$ cat src/rtl/settle_timer.sv
// Loadable up/down counter with synchronous clear and terminal-count compare.
module settle_timer #(
  parameter int W = 4
) (
  input  logic         clk,
  input  logic         rst,
  input  logic         clr,
  input  logic         load,
  input  logic [W-1:0] load_val,
  input  logic         en,
  input  logic         up,
  input  logic [W-1:0] term,
  output logic         tc
);

  localparam logic [W-1:0] ONE = {{(W-1){1'b0}}, 1'b1};

  logic [W-1:0] count;

  always_ff @(posedge clk) begin
    if (rst || clr)  count <= '0;
    else if (load)   count <= load_val;
    else if (en)     count <= up ? count + ONE : count - ONE;
  end

  assign tc = (count == term);

endmodule

$ cat config.mk
export PLATFORM = sky130hd
export DESIGN_NAME = settle_timer
export DESIGN_NICKNAME = d
export VERILOG_FILES = /design/src/rtl/settle_timer.sv
export SDC_FILE = /design/constraint.sdc
export NUM_CORES = 1
export LEC_CHECK = 0
export BUFFER_PORTS_ARGS = -buffer_cell sky130_fd_sc_hd__buf_2
export CAP_MARGIN = 20
export CORE_AREA = 8 8 45 47
export CTS_BUF_LIST = sky130_fd_sc_hd__clkbuf_4
export DETAILED_ROUTE_END_ITERATION = 8
export DIE_AREA = 0 0 53 55
export PLACE_DENSITY = 0.49
export SLEW_MARGIN = 40
export SYNTH_ARGS = -nofsm -noshare
export SYNTH_HDL_FRONTEND = slang
export SYNTH_SLANG_ARGS = --single-unit
export TNS_END_PERCENT = 1
$ cat constraint.sdc
create_clock -name clk -period 1.44 [get_ports clk]
set_clock_uncertainty 0.05 [all_clocks]
set_input_delay 0.072 -clock clk [delete_from_list [all_inputs] [get_ports clk]]
set_output_delay 0.072 -clock clk [all_outputs]
set_load 0.02 [all_outputs]
==> results_dict.tcl, run 1 <==
set metrics [dict create \
    status "finished clean" \
    cts-root-buf "clkbuf_4" \
    antenna_found_initial 0 \
    max_slew_margin_pct 82.8 \
    async_flop_share_pct 0 \
    synth_nets 53 \
    first_pass_iters 4 \
    coreArea_sq_mm 0.00138 \
    clockBufferDepth 2 \
    place_congestion 0.683 \
    finalCritPeriodShare_pct 100 \
    dr_total_vias 345 \
    synth-main-ff-cell "dfxtp_1" \
    leakage_nw 0.242 \
    largest_register "count" \
    pin_count 15 \
    largest_reg_flops 4 \
    vias_per_cell 4.73 \
    htreeDepth 1 \
    start_util_pct 25.0 \
    drv_slew 0 \
    multiInputGateArea_sq_um 275 \
    port_buffers 14 \
    numCtsBuffers 3 \
    yosysTopAreaCellShare_pct 23.2 \
    netlist_area_sq_um 345 \
    power_density_mw_per_mm2 779 \
    dpl.hpwl_um 684 \
    final_core_util_pct 37.7 \
    fin_total_pwr_mw 0.406 \
    path_cells "fa_2 -> xnor2_1 -> a211o_2 -> a211oi_2" \
    maxCapViolCount 0 \
    grt_pass1_wl_mm 1.52 \
    min_period_ps 1440 \
    fillers 153 \
    design_area_sq_um 522 \
    drive_gt1_share_pct 54.4 \
    top_regs "count x4" \
    synth.area.top_cells "dfxtp_1 (23%), xor2_1 (13%), ha_1 (7.2%), fa_1 (5.8%), mux2i_1 (5.8%)" \
    diodes 0 \
    ys_types 23 \
    rsz0062_at_grt "yes" \
    die-width_um 53 \
    setup_ws_ps 0.116 \
    max_stage_delay_ps 380 \
    tightest_slew_ps 254 \
    grt.overflow.total 0 \
    synth_common_cells "xor2_1 (5), dfxtp_1 (4)" \
    clkSinkCount 4 \
    synth_edf_count 0 \
    num-nets-final 75 \
    pre_cts_ws_ps 14.8 \
    required_ps 1540 \
    placed_cell_area_sq_um 458 \
    hold_path_class "in2reg" \
    ys_ff_latch 4 \
    die_h_um 55 \
    start_kind "flip-flop" \
    yosysMostFrequentCell "xor2_1" \
    syn2layout_area_growth_pct 51.1 \
    grt.total_usage_pct 6.72 \
    tritoncts "yes" \
    vdd_drop_max_uv 313 \
    ant_nets 0 \
    seq_area_frac_synth_pct 23.2 \
    drt_drc_violations_left 0 \
    totalWireLength_um 891 \
    yosys.area.top_type "dfxtp_1" \
    slowest_stage "fa_2" \
    synthCells 36 \
    rows 14 \
    finalSetupViolCount 0 \
    yosys_warnings 0 \
    fp.dieArea_sq_mm 0.00292 \
    critPathMaxFanout 2 \
    clkTransAtPathRegs_ps 50 \
    insertion_delay_ps 240 \
    wl_per_cell_um 12.2 \
    critPathKind "reg2reg" \
    crit_arrival_ps 1540 \
    first_global_vias 364 \
    seq_area_sq_um 86.3 \
    drtIter0Drc 4 \
    timing.fmax_ghz 0.695 \
    grt_max_degree 9 \
    crit_path_end_kind "flip-flop" \
    holdWs_ps 24.4 \
    hold_viol 0 \
    synth_area_per_cell_sq_um 9.59 \
]
[kinds of logic after synthesis]
group	count (synthesis)	synth area share [%]
flops	4	23.2
xor+xnor	7	17.8
simple gates	12	21.4
buf+inv	2	4.35
compound gates	5	11.2
mux	3	9.06
fa+ha+maj	3	13.0
[power breakdown]
part           switching [mW]  internal [mW]
logic                  0.0477         0.0552
clock network          0.0582          0.124
registers             0.00484          0.117
total                   0.111          0.295
[through the flow]
stage | cells | TNS, ps
after CTS | 72 | 0
final | 73 | 0
after detailed placement | 68 | 0
after floorplan | 36 | 0
after global routing | 73 | -83.0
after global placement | 68 | 0
[metal layers]
metal / global-route usage [%] / share of wire, % / up-vias
met2: 9.57 / 44 / 14
li1: - / - / 176
met1: 8.50 / 47 / 155
met5: 0 / 0 / -
met4: 5.17 / 0 / 0
met3: 1.60 / 9.8 / 0
[area by class of cell]
cell class	count	share of cell area [%]
Inverter	1	0.719
Timing Repair Buffer	18	20.4
Sequential cell	4	16.5
Tap cell	16	3.84
Clock buffer	4	5.76
Multi-Input combinational cell	30	52.8
[worst max-delay path: cells and delay by family, from the launching register on]
family                     cells  cell delay (ps)
xor gates and xnor gates       1              130
DFF                            1              340
AOI/OAI and AO/OA              2              460
adders and majority gates      1              380
[path summary, 6_finish.rpt]
kind / start / end / slack [ps] / cells after the start
worst min register to register: count[3] / count[3] / 640 / 3
worst max register to register: count[0] / count[2] / 0.1 / 4
worst max-delay path: count[0] / count[2] / 0.1 / 4
worst min-delay path: rst / count[2] / 20 / 2
[cells in the final DEF (no fill, tap or decap)]
master / n
buf_2: 13
xor2_1: 4
clkbuf_4: 4
buf_4: 4
xnor2_1: 2
nand2_1: 2
mux2i_1: 2
nor3_1: 2
ha_1: 2
dfxtp_2: 2
xor2_2: 1
nor4_2: 1
nand3_1: 1
a21oi_1: 1
or4b_1: 1
a211oi_1: 1
nor4b_1: 1
nand4_1: 1
or3b_1: 1
a211o_1: 1
nand3b_1: 1
nor2_1: 1
a211o_2: 1
a211oi_2: 1
mux2_4: 1
inv_1: 1
fa_2: 1
dfxtp_4: 1
dfxtp_1: 1
buf_6: 1
[what timing repair did]
action | CTS | global route
endpoints found under the setup margin | 0 | 3
endpoints found under the hold margin | 0 | 0
gates resized for setup | 0 | 7
buffers inserted | 0 | 1
hold buffers | 0 | 0
No activity file was read; power rests on OpenSTA's default activity.
==> inputs of run 2 (changes only) <==
Settings changed: RECOVER_POWER set to 100.
==> run 2 against run 1 <==
Utilization shrank 0.45 points. Setup slack barely moved. Worst hold slack about the same. Register-to-register slack barely moved. Critical path type unchanged. Flip-flop and latch count stayed put. Fmax did not move. Die area did not move. Sequential power barely moved. Wire length up 0.11%. Clock power barely moved. Sequential share of layout area rose by 0.20 points.
==> results_dict.tcl, run 2 (synthesized netlist as in run 1, its figures left out) <==
set metrics [dict create \
    ant_nets 0 \
    numCtsBuffers 3 \
    rsz0062_at_grt "yes" \
    final_core_util_pct 37.3 \
    place_congestion 0.683 \
    route.met3.wl_um 87 \
    grt.overflow.total 0 \
    diodes 0 \
    fin_total_pwr_mw 0.404 \
    vdd_drop_max_uv 313 \
    maxCapViolCount 0 \
    tightest_slew_ps 254 \
    critPathMaxFanout 2 \
    largest_register "count" \
    required_ps 1540 \
    seq_area_sq_um 86.3 \
    wl_per_cell_um 12.2 \
    max_slew_margin_pct 82.8 \
    totalWireLength_um 892 \
    top_regs "count x4" \
    hold_viol 0 \
    largest_reg_flops 4 \
    pin_count 15 \
    wl_met2_um 388 \
    routed.top_layer "met3" \
    die-width_um 53 \
    dr_total_vias 344 \
    htreeDepth 1 \
    status "finished clean" \
    first_global_vias 364 \
    fillers 154 \
    start_util_pct 25.0 \
    max_stage_delay_ps 380 \
    crit_path_end_kind "flip-flop" \
    clkSinkCount 4 \
    final_cell_mix "buf_2 (13), xor2_1 (4), clkbuf_4 (4), buf_4 (4)" \
    path_cells "fa_2 -> xnor2_1 -> a211o_2 -> a211oi_2" \
    timing.fmax_ghz 0.695 \
    first_pass_iters 4 \
    dp_cells 68 \
    multiInputGateArea_sq_um 275 \
    drtIter0Drc 4 \
    drive_gt1_share_pct 54.4 \
    vias_per_cell 4.71 \
    die_h_um 55 \
    grt.total_usage_pct 6.72 \
    rows 14 \
    critPathKind "reg2reg" \
    finalSetupViolCount 0 \
    grt_max_degree 9 \
    num-nets-final 75 \
    grt_pass1_wl_mm 1.52 \
    dpl.hpwl_um 684 \
    clkTransAtPathRegs_ps 50 \
    clockBufferDepth 2 \
    coreArea_sq_mm 0.00138 \
    start_kind "flip-flop" \
    antenna_found_initial 0 \
    min_period_ps 1440 \
    final.setup.tns_ps 0 \
    tritoncts "yes" \
    fin_cells 73 \
    cts-root-buf "clkbuf_4" \
    insertion_delay_ps 240 \
    crit_arrival_ps 1540 \
    power_density_mw_per_mm2 784 \
    hold_path_class "in2reg" \
    finalCritPeriodShare_pct 100 \
    leakage_nw 0.241 \
    met1Wirelength_um 416 \
    slowest_stage "fa_2" \
    syn2layout_area_growth_pct 49.3 \
    drt_drc_violations_left 0 \
    layout.cells.most_common "buf_2" \
    drv_slew 0 \
    fp.dieArea_sq_mm 0.00292 \
    port_buffers 14 \
]
run 2: changes by cell type in the layout (fill, tap and decap cells not counted):
cell,previous run,this run
clkbuf_2,0,1
buf_6,1,0
run 2: final cells by class:
type	instances	share of cell area, %
multi-input cells	30	53.4
repair buffers	18	19.4
flip-flops and latches	4	16.7
clock buffers	4	5.83
well taps	16	3.88
inverters	1	0.728
run 2: repair_timing:
item / 4_1_cts / 5_1_grt
hold buffers: 0 / 0
buffers inserted: 0 / 1
gates resized for setup: 0 / 7
setup endpoints to repair: 0 / 3
hold endpoints to repair: 0 / 0
run 2: power by group:
group / switching [mW] / internal (mW) / leakage, nW
Clock: 0.0582 / 0.124 / 0.0184
Combinational: 0.0477 / 0.0536 / 0.188
Sequential: 0.00457 / 0.117 / 0.0343
run 2: path summary, 6_finish.rpt:
check,start,endpoint,cells after the start,slack (ps)
setup / recovery,count[0],count[2],4,0.1
hold / removal,rst,count[2],2,20
setup reg to reg,count[0],count[2],4,0.1
hold reg to reg,count[3],count[3],3,640
run 2: worst max-delay path: cells and delay by family, from the launching register on:
| family | cells | cell delay [ps] |
|---|---|---|
| AOI/OAI and AO/OA | 2 | 460 |
| xor gates and xnor gates | 1 | 130 |
| adders and majority gates | 1 | 380 |
| DFF | 1 | 340 |
run 2: through the flow:
stage                     instance area, sq um  hold WS [ps]  setup WS [ps]
after global placement                     458           275           26.4
after CTS                                  488          31.3          0.347
after floorplan                            357          86.6           27.4
after detailed placement                   458           279           14.8
final                                      515          24.4          0.116
after global routing                       515          46.8          -55.4
run 2: routing by layer:
metal  up-vias  track usage, %
li1        175               -
met2        14            9.57
met1       155            8.50
met5         -               0
met4         0            5.17
met3         0            1.60
